===== config.mk =====
export PLATFORM = sky130hd
export DESIGN_NAME = cordic_bf16_sequencer
export DESIGN_NICKNAME = d
export VERILOG_FILES = /design/src/rtl/cordic_bf16_sequencer.sv
export SDC_FILE = /design/constraint.sdc
export NUM_CORES = 1
export LEC_CHECK = 0
export BUFFER_PORTS_ARGS = -buffer_cell sky130_fd_sc_hd__buf_2
export CORE_MARGIN = 2
export CORE_UTILIZATION = 40
export CTS_CLUSTER_DIAMETER = 150
export DETAILED_ROUTE_END_ITERATION = 8
export HOLD_SLACK_MARGIN = 0.1
export MAX_ROUTING_LAYER = met4
export PLACE_DENSITY = 0.64
export SLEW_MARGIN = 15
export SYNTH_ARGS = -nofsm -noshare
export SYNTH_HDL_FRONTEND = slang
export SYNTH_SLANG_ARGS = --single-unit

===== constraint.sdc =====
create_clock -name clk -period 5.1 [get_ports clk]
set_clock_uncertainty 0.05 [all_clocks]
set_input_delay 0.51 -clock clk [delete_from_list [all_inputs] [get_ports clk]]
set_output_delay 0.51 -clock clk [all_outputs]
set_load 0.02 [all_outputs]

===== src/rtl/cordic_bf16_sequencer.sv =====
// Iterative bfloat16 CORDIC sequencer sharing one external adder across the x/y/z updates.
// Optional vectoring mode (vec_mode port) is built when CORDIC_VECTOR_MODE_EN is defined.
module cordic_bf16_sequencer #(
    parameter int ITER    = 8,
    parameter int ADD_LAT = 0
) (
    input  logic        clk,
    input  logic        rst_n,
    input  logic        in_valid,
    output logic        in_ready,
    input  logic [15:0] x_in,
    input  logic [15:0] y_in,
    input  logic [15:0] z_in,
`ifdef CORDIC_VECTOR_MODE_EN
    input  logic        vec_mode,
`endif
    output logic        out_valid,
    input  logic        out_ready,
    output logic [15:0] x_out,
    output logic [15:0] y_out,
    output logic [15:0] z_out,
    output logic [15:0] add_a,
    output logic [15:0] add_b,
    output logic        add_mode,
    input  logic [15:0] add_res,
    output logic        busy
);

    localparam int CW = $clog2(ADD_LAT + 2);
    localparam int IW = 5;

    typedef enum logic [2:0] {IDLE, OPX, OPY, OPZ, COMMIT, DONE} state_t;

    state_t          state, state_nx;
    logic [CW-1:0]   cnt;
    logic [IW-1:0]   iter;
    logic [15:0]     xw, yw, zw, xn, yn, zn;
    logic            d_neg;
    logic            acc_dneg, com_dneg;
    logic            op_last, last_iter, eff_sub;
    logic [15:0]     op_res;

    assign op_last   = (cnt == CW'(ADD_LAT));
    assign last_iter = (iter == IW'(ITER - 1));

    // 2^-sh by exponent decrement; anything that would reach exp<=0 flushes to +0
    function automatic logic [15:0] scale(input logic [15:0] v, input logic [IW-1:0] sh);
        if (v[14:7] <= {3'b000, sh}) return 16'h0000;
        return {v[15], v[14:7] - {3'b000, sh}, v[6:0]};
    endfunction

    function automatic logic [15:0] atan_rom(input logic [IW-1:0] idx);
        case (idx)
            5'd0:  return 16'h3F49;
            5'd1:  return 16'h3EED;
            5'd2:  return 16'h3E7B;
            5'd3:  return 16'h3DFF;
            5'd4:  return 16'h3D80;
            5'd5:  return 16'h3D00;
            5'd6:  return 16'h3C80;
            5'd7:  return 16'h3C00;
            5'd8:  return 16'h3B80;
            5'd9:  return 16'h3B00;
            5'd10: return 16'h3A80;
            5'd11: return 16'h3A00;
            5'd12: return 16'h3980;
            5'd13: return 16'h3900;
            5'd14: return 16'h3880;
            5'd15: return 16'h3800;
            default: return 16'h0000;
        endcase
    endfunction

`ifdef CORDIC_VECTOR_MODE_EN
    logic vm;
    assign acc_dneg = vec_mode ? ~y_in[15] : z_in[15];
    assign com_dneg = vm ? ~yn[15] : zn[15];

    always_ff @(posedge clk or negedge rst_n) begin
        if (!rst_n)                          vm <= 1'b0;
        else if (state == IDLE && in_valid)  vm <= vec_mode;
    end
`else
    assign acc_dneg = z_in[15];
    assign com_dneg = zn[15];
`endif

    always_ff @(posedge clk or negedge rst_n) begin
        if (!rst_n) state <= IDLE;
        else        state <= state_nx;
    end

    always_comb begin
        state_nx = state;
        case (state)
            IDLE:    if (in_valid)  state_nx = OPX;
            OPX:     if (op_last)   state_nx = OPY;
            OPY:     if (op_last)   state_nx = OPZ;
            OPZ:     if (op_last)   state_nx = COMMIT;
            COMMIT:  state_nx = last_iter ? DONE : OPX;
            DONE:    if (out_ready) state_nx = IDLE;
            default: state_nx = IDLE;
        endcase
    end

    always_comb begin
        in_ready  = (state == IDLE);
        busy      = (state != IDLE);
        out_valid = (state == DONE);
        add_a     = 16'h0000;
        add_b     = 16'h0000;
        add_mode  = 1'b0;
        case (state)
            OPX: begin add_a = xw; add_b = scale(yw, iter); add_mode = d_neg;  end
            OPY: begin add_a = yw; add_b = scale(xw, iter); add_mode = ~d_neg; end
            OPZ: begin add_a = zw; add_b = atan_rom(iter);  add_mode = d_neg;  end
            default: ;
        endcase
    end

    // The adder has no zero handling, so zero operands and exact cancellation bypass it
    always_comb begin
        eff_sub = add_mode ? (add_a[15] != add_b[15]) : (add_a[15] == add_b[15]);
        op_res  = add_res;
        if (add_b[14:7] == 8'd0)
            op_res = add_a;
        else if (add_a[14:7] == 8'd0)
            op_res = add_mode ? add_b : {~add_b[15], add_b[14:0]};
        else if (eff_sub && (add_a[14:0] == add_b[14:0]))
            op_res = 16'h0000;
    end

    always_ff @(posedge clk or negedge rst_n) begin
        if (!rst_n) begin
            cnt   <= '0;
            iter  <= '0;
            d_neg <= 1'b0;
            xw    <= '0;
            yw    <= '0;
            zw    <= '0;
            xn    <= '0;
            yn    <= '0;
            zn    <= '0;
            x_out <= '0;
            y_out <= '0;
            z_out <= '0;
        end else begin
            if (state == OPX || state == OPY || state == OPZ)
                cnt <= op_last ? '0 : cnt + 1'b1;
            else
                cnt <= '0;

            case (state)
                IDLE: if (in_valid) begin
                    xw    <= x_in;
                    yw    <= y_in;
                    zw    <= z_in;
                    iter  <= '0;
                    d_neg <= acc_dneg;
                end
                OPX: if (op_last) xn <= op_res;
                OPY: if (op_last) yn <= op_res;
                OPZ: if (op_last) zn <= op_res;
                COMMIT: begin
                    xw    <= xn;
                    yw    <= yn;
                    zw    <= zn;
                    iter  <= iter + 1'b1;
                    d_neg <= com_dneg;
                    if (last_iter) begin
                        x_out <= xn;
                        y_out <= yn;
                        z_out <= zn;
                    end
                end
                default: ;
            endcase
        end
    end

endmodule


==> qor.yml, run 1 <==
status: "finished, final reports clean"
crit_chain: "inv_1 > ha_1 > nand4_1 > or4_1 > and3_1 > a221o_1 > xnor2_1 > nand3_1 > nor3_1 > and4_1 > buf_4 > o21ai_0"
grt_antenna_before_repair: 1
relSlewSlack: 0.2623
worstPathMaxFanout: 35
synth_warnings: 0
die_w_um: 150.2
drive_gt1_frac: 0.2918
h-tree-depth: 4
post-route-period-util: 0.8459
post_cts_buffers: 0
syn-num-nets: 960
end_kind: "flop"
cts_sinks: 152
finalNetCount: 1106
utilization: 0.4888
clk_transition_reported_paths_ns: 0.07
synthArstFlopShare: 1.000
vdd_ir_drop_max_uv: 410.8
synth_area_leaders: "dfrtp_1 44%, mux2_2 6.8%, a222oi_1 5.6%, a22oi_1 4.0%, inv_1 3.2%"
grt_first_pass_wirelength_um: 48000
fmax_ghz: 0.2318
core_area_um2: 21020
drc_errors: 0
drtIter0Drc: 1010
pre_cts_slack_ns: 0.8736
cts-buffers-inserted: 17
grt_max_degree: 74
num_rows: 53
cts_resized: 0
syn_area_um2: 8552
first_pass_iters: 7
wl_um: 31910
cpMaxStageDelayCell: "dfrtp_1"
synth_cell_types: 67
die_area_um2: 22570
wl_per_cell_um: 24.34
grt.total_usage: 0.2954
tritoncts: "yes"
fin_crit_ns: 4.314
hpwl_um: 23180
avgSynthCellArea_um2: 9.763
fin_setup_tns_ns: 0
ant_nets: 0
power_leakage_uw: 0.005089
ys_ff_latch: 152
maxCapViolCount: 0
place.gp.congestion: 0.9775
final.setup.worst_slack_ns: 0.7861
ctsHoldBuffers: 1
clk_path_buf_depth: 2
yosys.area.top_type: "dfrtp_1"
layout_commonest_cell: "dfrtp_1"
report.final.setup_viol: 0
cts_root_buf: "clkbuf_16"
critPathMaxStageDelay_ns: 0.55
cp_data_required_time_ns: 5.36
area_growth_pct: 20.16
clkLatencyLatePin_ns: 0.45
num_vias: 7963
initial_utilization: 0.4068
grt_pass1_vias: 7835
rsz0062_at_grt: "false"
gr-total-overflow: 0
hold_path.class: "input port to flop"
worst_slew_pin_slew_ns: 1.107
io_buffer_count: 151
start_kind: "flop"
netlist_instances: 876
fillCellCount: 2004
crit_type: "flop to flop"
ios: 152
arrival_ns: 4.57
die_h_um: 150.2
yosys.area.top_type_share: 0.4448
synth-seq-area-share: 0.4448
layout_common_cells: "152 x dfrtp_1, 150 x buf_2, 73 x inv_1, 67 x nand2_1, 52 x mux2_2"
synth_ff_type: "dfrtp_1"
synth_edf_count: 0
maxSlewViolCount: 0
vias_per_cell: 6.074
hold_violations: 0
pwr_density_cell_nw_per_um2: 785.2
[power by group]
| group | internal, µW | total (µW) | leakage [µW] | switching (µW) |
|---|---|---|---|---|
| registers | 1600 | 2140 | 0.00198 | 540 |
| clock network | 694 | 1290 | 0.000285 | 598 |
| logic | 1630 | 4640 | 0.00283 | 3010 |
| total | 3920 | 8070 | 0.00509 | 4140 |
[worst paths after layout]
check,slack (ns),startpoint,cells past startpoint,to
setup / recovery,0.79,iter[3],12,zn[14]
hold / removal,0.22,y_in[3],3,yw[3]
setup reg to reg,0.79,iter[3],12,zn[14]
hold reg to reg,0.45,x_out[8],1,x_out[8]
max in group asynchronous,3.41,rst_n,3,yw[11]
min in group asynchronous,0.39,rst_n,2,z_out[5]
[critical path, delay by kind of cell (launching register included)]
kind	cells	cell delay [ns]
DFF	1	0.55
adders and majority gates	1	0.48
AOI/OAI and AO/OA	2	0.67
buffers and inverters	2	0.59
xor gates and xnor gates	1	0.21
and+or+nand+nor	6	1.58
[per-layer routing]
layer,wire (µm),vias to the layer above,GRT usage
met2,14900,403,0.4628
met4,1369,0,0.1255
met5,0,-,-
met1,13210,3938,0.3775
met3,2425,76,0.05424
li1,-,3546,-
[kinds of logic after synthesis]
family / after synthesis / synth area share
mux: 71 / 0.09071
xor+xnor: 16 / 0.01639
flops: 152 / 0.4448
buf+inv: 140 / 0.07008
simple gates: 212 / 0.1252
fa+ha+maj: 16 / 0.02517
compound gates: 269 / 0.2277
[metrics by stage]
stage	cells	hold slack, ns	power, µW	instance area (µm²)
2_1_floorplan	876	0.1644	4990	8552
6_report	1311	0.2248	8069	10280
5_1_grt	1311	0.2445	8535	10280
4_1_cts	1310	0.2205	8001	10270
3_3_place_gp	1277	0.2993	6675	9681
3_5_place_dp	1277	0.3000	6687	9681
[area by class of cell]
type	count	area (µm²)	area share
diodes	1	2.502	0.0002435
flip-flops and latches	152	3804	0.3701
clock inverters	14	153.9	0.01498
inverters	73	274.0	0.02667
multi-input cells	584	4182	0.4069
repair buffers	194	1087	0.1058
clock buffers	18	429.2	0.04176
well taps	275	344.1	0.03348
[flip-flops by register name, summed over array words and instances (netlist names)]
| register | flops |
|---|---|
| iter | 5 |
| state | 3 |
| x_out | 16 |
| xn | 16 |
| xw | 16 |
| y_out | 16 |
| yn | 16 |
| yw | 16 |
| z_out | 16 |
| zn | 16 |
| zw | 16 |
[synth_stat cells, drive strengths merged, types with 3 or more instances]
cell type / count
a31oi: 5
nor3: 9
buf: 23
a211o: 3
ha: 14
nand3: 36
or3: 3
mux2i: 19
nand4: 3
o211ai: 3
nor4: 9
xnor2: 7
a21boi: 4
a222oi: 48
nor2b: 6
xor2: 9
nor2: 47
a21o: 4
a211oi: 9
and2: 4
a21oi: 37
o21a: 3
o21ai: 75
and3: 4
a22oi: 47
dfrtp: 152
mux2: 52
inv: 73
o2111ai: 3
nand2b: 11
a22o: 4
clkbuf: 44
nand2: 67
a41oi: 3
a221o: 5
No activity file was read; power rests on OpenSTA's default activity.
==> run 2, diff against run 1 <==
==> constraint.sdc (replaced) <==
create_clock -name clk -period 4.41 [get_ports clk]
set_clock_uncertainty 0.05 [all_clocks]
set_input_delay 0.441 -clock clk [delete_from_list [all_inputs] [get_ports clk]]
set_output_delay 0.441 -clock clk [all_outputs]
set_load 0.02 [all_outputs]
==> qor.yml, run 2 (synthesis gave the netlist of run 1 again) <==
grt_antenna_before_repair: 0  # -1
layout_common_cells: "152 x dfrtp_1, 150 x buf_2, 73 x inv_1, 67 x nand2_1, 54 x buf_4"
worstPathMaxFanout: 17  # -51%
critPathMaxStageDelay_ns: 0.58  # +0.03 ns
comb_power_share: 0.587  # +0.012
die_w_um: 150.2  # unchanged
cts_root_buf: "clkbuf_16"
maxCapViolCount: 0  # unchanged
cp_data_required_time_ns: 4.71  # -0.65 ns
ant_nets: 0  # unchanged
clk_transition_reported_paths_ns: 0.07  # about the same
reg2regPathDepth: 13  # +1
first_pass_iters: 7  # unchanged
drtIter0Drc: 847  # -16%
place.gp.congestion: 1.023  # +4.6%
wl_um: 32630  # +2.3%
clk_path_buf_depth: 2  # unchanged
p_seq_frac: 0.255  # -0.010
end_kind: "flop"
hpwl_um: 24030  # +3.7%
sw_frac_of_total: 0.5079  # -0.005650
rsz0062_at_grt: "false"
r2r_start: "iter[0]"
utilization: 0.4945  # +0.005654
layout_commonest_cell: "dfrtp_1"
die_h_um: 150.2  # unchanged
cts-buffers-inserted: 17  # unchanged
fmax_ghz: 0.2410  # +4.0%
grt.total_usage: 0.3007  # +0.005289
drive_gt1_frac: 0.2999  # +0.008117
clkLatencyLatePin_ns: 0.43  # -0.02 ns
grt_max_degree: 108  # +46%
start_kind: "flop"
n_antenna_cell: 0  # -1
fin_crit_ns: 4.149  # -0.1645 ns
r2r_end: "xn[8]"
cpMaxStageDelayCell: "or4_1"
ff2ff_setup_slack_ns: 0.26  # -0.53 ns
wl_per_cell_um: 24.68  # +1.4%
initial_utilization: 0.4068  # unchanged
vias_per_cell: 6.110  # +0.60%
report.final.setup_viol: 0  # unchanged
ctsHoldBuffers: 0  # -1
hold_violations: 0  # unchanged
ios: 152  # unchanged
intPower_uw: 4677  # +19%
p_switching_uw: 4828  # +17%
grt_pass1_vias: 7878  # +0.55%
finalNetCount: 1118  # +1.1%
grt_first_pass_wirelength_um: 49060  # +2.2%
num_rows: 53  # unchanged
pwr_density_cell_nw_per_um2: 914.4  # +16%
relSlewSlack: 0.3521  # +0.08986
h-tree-depth: 4  # unchanged
tritoncts: "yes"
gr-total-overflow: 0  # unchanged
arrival_ns: 4.45  # -0.12 ns
die_area_um2: 22570  # unchanged
cts_sinks: 152  # unchanged
io_buffer_count: 151  # unchanged
vdd_ir_drop_max_uv: 376.2  # -8.4%
core_area_um2: 21020  # unchanged
fin_total_pwr_uw: 9505  # +18%
hold_path.class: "input port to async pin"
status: "finished, final reports clean"
power_leakage_uw: 0.005153  # +1.2%
crit_type: "flop to flop"
drc_errors: 0  # unchanged
clock_power_share: 0.157  # -0.003
fin_setup_tns_ns: 0  # unchanged
num_vias: 8078  # +1.4%
maxSlewViolCount: 0  # unchanged
post-route-period-util: 0.9409  # +0.09504
area_growth_pct: 21.55
crit_chain: "ha_1 > inv_1 > fa_1 > a211o_1 > a21oi_1 > o32ai_4 > a31oi_2 > o2111ai_1 > or4_1 > buf_4 > nor2_8 > a22oi_1 > o21ai_1"
worst_slew_pin_slew_ns: 0.9718  # -0.1348 ns
[run 2: changes by cell type in the layout (fill, tap and decap cells not counted), sizes merged]
| cell | previous run | this run |
|---|---|---|
| bufinv | 1 | 2 |
| clkinv | 4 | 3 |
| inv | 81 | 78 |
| dlygate4sd3 | 1 | 0 |
| buf | 193 | 206 |
| diode | 1 | 0 |
| clkbuf | 18 | 21 |
[run 2: power by group through the flow]
stage / combinational [µW] / sequential, µW / clock (µW)
2_1_floorplan: 3640 / 2130 / 0
3_3_place_gp: 5450 / 2420 / 0
3_5_place_dp: 5420 / 2430 / 0
4_1_cts: 5460 / 2410 / 1510
5_1_grt: 5960 / 2460 / 1570
6_report: 5580 / 2430 / 1490
[run 2: how the worst max path moves through the flow]
stage                     cells past startpoint  slack, ns      to  startpoint
after floorplan                              14       0.71  yn[12]     iter[3]
after global placement                       13       0.26   zn[8]     iter[0]
after detailed placement                     12       0.21   zn[2]     iter[1]
after CTS                                    12       0.19   zn[7]     iter[1]
after global routing                         13       0.04   xn[9]     iter[0]
final                                        13       0.26   xn[8]     iter[0]
[run 2: critical path, delay by kind of cell (launching register included)]
| kind | cells | cell delay [ns] |
|---|---|---|
| compound gates | 7 | 1.78 |
| simple gates | 2 | 0.83 |
| fa+ha+maj | 2 | 0.62 |
| flops | 1 | 0.48 |
| buf+inv | 2 | 0.30 |
[run 2: area by class of cell]
type                    instances  area [µm²]
clock buffers                  21       450.4
clock inverters                11       136.4
fillers                      2022       10630
inverters                      73       274.0
multi-input cells             584        4199
flip-flops and latches        152        3804
well taps                     275       344.1
repair buffers                206        1187
[run 2: stage by stage]
step                area (µm²)  std cells  setup slack, ns  hold WS, ns
floorplan                 8552        876           0.7090      0.09541
global placement          9791       1290           0.2592       0.4358
global route             10400       1322          0.04266       0.1835
detailed placement        9791       1290           0.2118       0.4407
finish                   10400       1322           0.2606       0.1043
CTS                      10380       1322           0.1922       0.1470
[run 2: per-layer routing]
| metal | GRT usage | wire (µm) |
|---|---|---|
| met2 | 0.4685 | 15390 |
| met1 | 0.3962 | 13930 |
| met5 | - | 0 |
| met4 | 0.1222 | 1267 |
| met3 | 0.04303 | 2035 |
[run 2: timing repair]
action | 4_1_cts | 5_1_grt
buffers inserted | 0 | 0
gates resized for setup | 0 | 2
setup endpoints to repair | 0 | 48
==> run 3, diff against run 2 <==
--- a/config.mk
+++ b/config.mk
@@ -5,14 +5,14 @@
 export SDC_FILE = /design/constraint.sdc
 export NUM_CORES = 1
 export LEC_CHECK = 0
-export BUFFER_PORTS_ARGS = -buffer_cell sky130_fd_sc_hd__buf_2
 export CORE_MARGIN = 2
 export CORE_UTILIZATION = 40
 export CTS_CLUSTER_DIAMETER = 150
 export DETAILED_ROUTE_END_ITERATION = 8
+export DONT_BUFFER_PORTS = 1
 export HOLD_SLACK_MARGIN = 0.1
 export MAX_ROUTING_LAYER = met4
-export PLACE_DENSITY = 0.64
+export PLACE_DENSITY = 0.58
 export SLEW_MARGIN = 15
 export SYNTH_ARGS = -nofsm -noshare
 export SYNTH_HDL_FRONTEND = slang
==> qor.yml, run 3 (synthesis gave the netlist of run 1 again) <==
status: "finished, final reports clean"
pre_cts_slack_ns: 0.3753  # +0.1635 ns
final.setup.worst_slack_ns: 0.3246  # +0.06398 ns
ios: 152  # unchanged
finalNetCount: 1007  # -9.9%
first_pass_iters: 7  # unchanged
vdd_ir_drop_max_uv: 392.8  # +4.4%
cp_data_required_time_ns: 4.71  # about the same
report.final.setup_viol: 0  # unchanged
maxSlewViolCount: 0  # unchanged
tritoncts: "yes"
h-tree-depth: 4  # unchanged
drive_gt1_frac: 0.1763  # -0.1236
worstPathMaxFanout: 16  # -1
layout_common_cells: "151 x dfrtp_1, 73 x inv_1, 67 x nand2_1, 52 x mux2_2"
num_vias: 7419  # -8.2%
drtIter0Drc: 819  # -3.3%
crit_chain: "ha_1 > inv_1 > fa_1 > a211o_1 > a21oi_1 > o32ai_2 > buf_4 > a31oi_1 > o2111ai_1 > or4_1 > buf_4 > nor2_8 > a22oi_1 > o21ai_0"
fin_crit_ns: 4.085  # -0.06398 ns
reg2regPathDepth: 14  # +1
holdWs_ns: 0.1132  # +0.008921 ns
post_cts_buffers: 0  # unchanged
arrival_ns: 4.39  # -0.06 ns
cts_resized: 0  # unchanged
ant_nets: 0  # unchanged
grt_antenna_before_repair: 2  # +2
pwr_density_cell_nw_per_um2: 915.0  # about the same
die_w_um: 150.2  # unchanged
comb_power_share: 0.562  # -0.025
hold_path.class: "input port to flop"
sw_frac_of_total: 0.5116  # +0.003686
relSlewSlack: 0.2569  # -0.09518
critPathMaxStageDelay_ns: 0.55  # -0.03 ns
clkLatencyLatePin_ns: 0.44  # about the same
io_buffer_count: 0  # -100%
crit_type: "flop to flop"
grt_first_pass_wirelength_um: 47200  # -3.8%
die_h_um: 150.2  # unchanged
min_to: "xw[6]"
maxCapViolCount: 0  # unchanged
end_kind: "flop"
wl_per_cell_um: 25.98  # +5.3%
vias_per_cell: 6.111  # about the same
rsz0062_at_grt: "false"
ff2ff_setup_slack_ns: 0.32  # +0.06 ns
wl_um: 31530  # -3.3%
cts_sinks: 152  # unchanged
initial_utilization: 0.4068  # unchanged
num_rows: 53  # unchanged
post-route-period-util: 0.9264  # -0.01451
power_leakage_uw: 0.004637  # -10%
grt_max_degree: 153  # +42%
fin_total_pwr_uw: 9281  # -2.4%
intPower_uw: 4533  # -3.1%
whs_path_depth: 2
min-delay-start: "x_in[6]"
core_area_um2: 21020  # unchanged
fin_setup_tns_ns: 0  # unchanged
p_switching_uw: 4748  # -1.6%
clk_transition_reported_paths_ns: 0.07  # about the same
crit_top_cell: "buf_4"
layout_commonest_cell: "dfrtp_1"
r2r_start: "iter[0]"
place.gp.congestion: 1.009  # -1.4%
cpMaxStageDelayCell: "or4_1"
area_growth_pct: 18.61
worst_slew_pin_slew_ns: 1.115  # +0.1428 ns
final_cells: 1214  # -8.2%
fmax_ghz: 0.2448  # +1.6%
dp.cells: 1130  # -12%
grt.total_usage: 0.2924  # -0.008316
r2r_end: "xn[5]"
hold_violations: 0  # unchanged
die_area_um2: 22570  # unchanged
cts_root_buf: "clkbuf_16"
cts-buffers-inserted: 17  # unchanged
drc_errors: 0  # unchanged
hpwl_um: 22740  # -5.4%
clock_power_share: 0.169  # +0.012
start_kind: "flop"
p_seq_frac: 0.269  # +0.014
gr-total-overflow: 0  # unchanged
clk_path_buf_depth: 2  # unchanged
grt_pass1_vias: 7404  # -6.0%
==> run 3: worst max path at each step <==
stage / startpoint / to / depth (start not counted)
3_5_place_dp: iter[0] / xn[2] / 14
2_1_floorplan: iter[3] / yn[12] / 14
3_3_place_gp: iter[0] / xn[5] / 13
6_report: iter[0] / xn[5] / 14
4_1_cts: iter[0] / xn[12] / 14
5_1_grt: iter[0] / xn[8] / 14
==> run 3: worst max-delay path: cells and delay by family (launching register included) <==
kind,cells,cell delay (ns)
AO/OA/AOI/OAI,7,1.53
AND/OR/NAND/NOR,2,0.79
adder cells (fa/ha/maj),2,0.63
buffers and inverters,3,0.52
flip-flops,1,0.48
==> run 3: cell type report <==
type,instances,area [µm²]
Antenna cell,3,7.507
Tap cell,275,344.1
Fill cell,1967,10880
Sequential cell,152,3805
Clock buffer,17,425.4
Inverter,73,274.0
Timing Repair Buffer,95,865.8
Clock inverter,15,209.0
Multi-Input combinational cell,584,4213
==> run 3: metrics by stage <==
step	instance area [µm²]	utilization
after floorplan	8552	-
after global placement	8994	0.4278
after detailed placement	8994	0.4278
after CTS	10140	0.4822
after global routing	10140	0.4825
final	10140	0.4825
==> run 3: repair_timing <==
action / CTS / global route
hold endpoints to repair: 199 / 0
endpoints found under the setup margin: 0 / 0
hold buffers: 49 / 0
==> run 3: layer usage <==
layer  vias up  track usage  wire, µm
met5         -            -         0
met4         0      0.09151       875
met3        43      0.07091      2046
met2       290       0.4667     15230
met1      3744       0.3684     13380
li1       3342            -         -
==> run 3: power groups by stage <==
stage                     clock [µW]  sequential (µW)  combinational [µW]
after detailed placement           0             2500                5090
after global routing            1650             2530                5640
after floorplan                    0             2130                3640
after global placement             0             2500                5090
final                           1570             2490                5220
after CTS                       1600             2470                5180
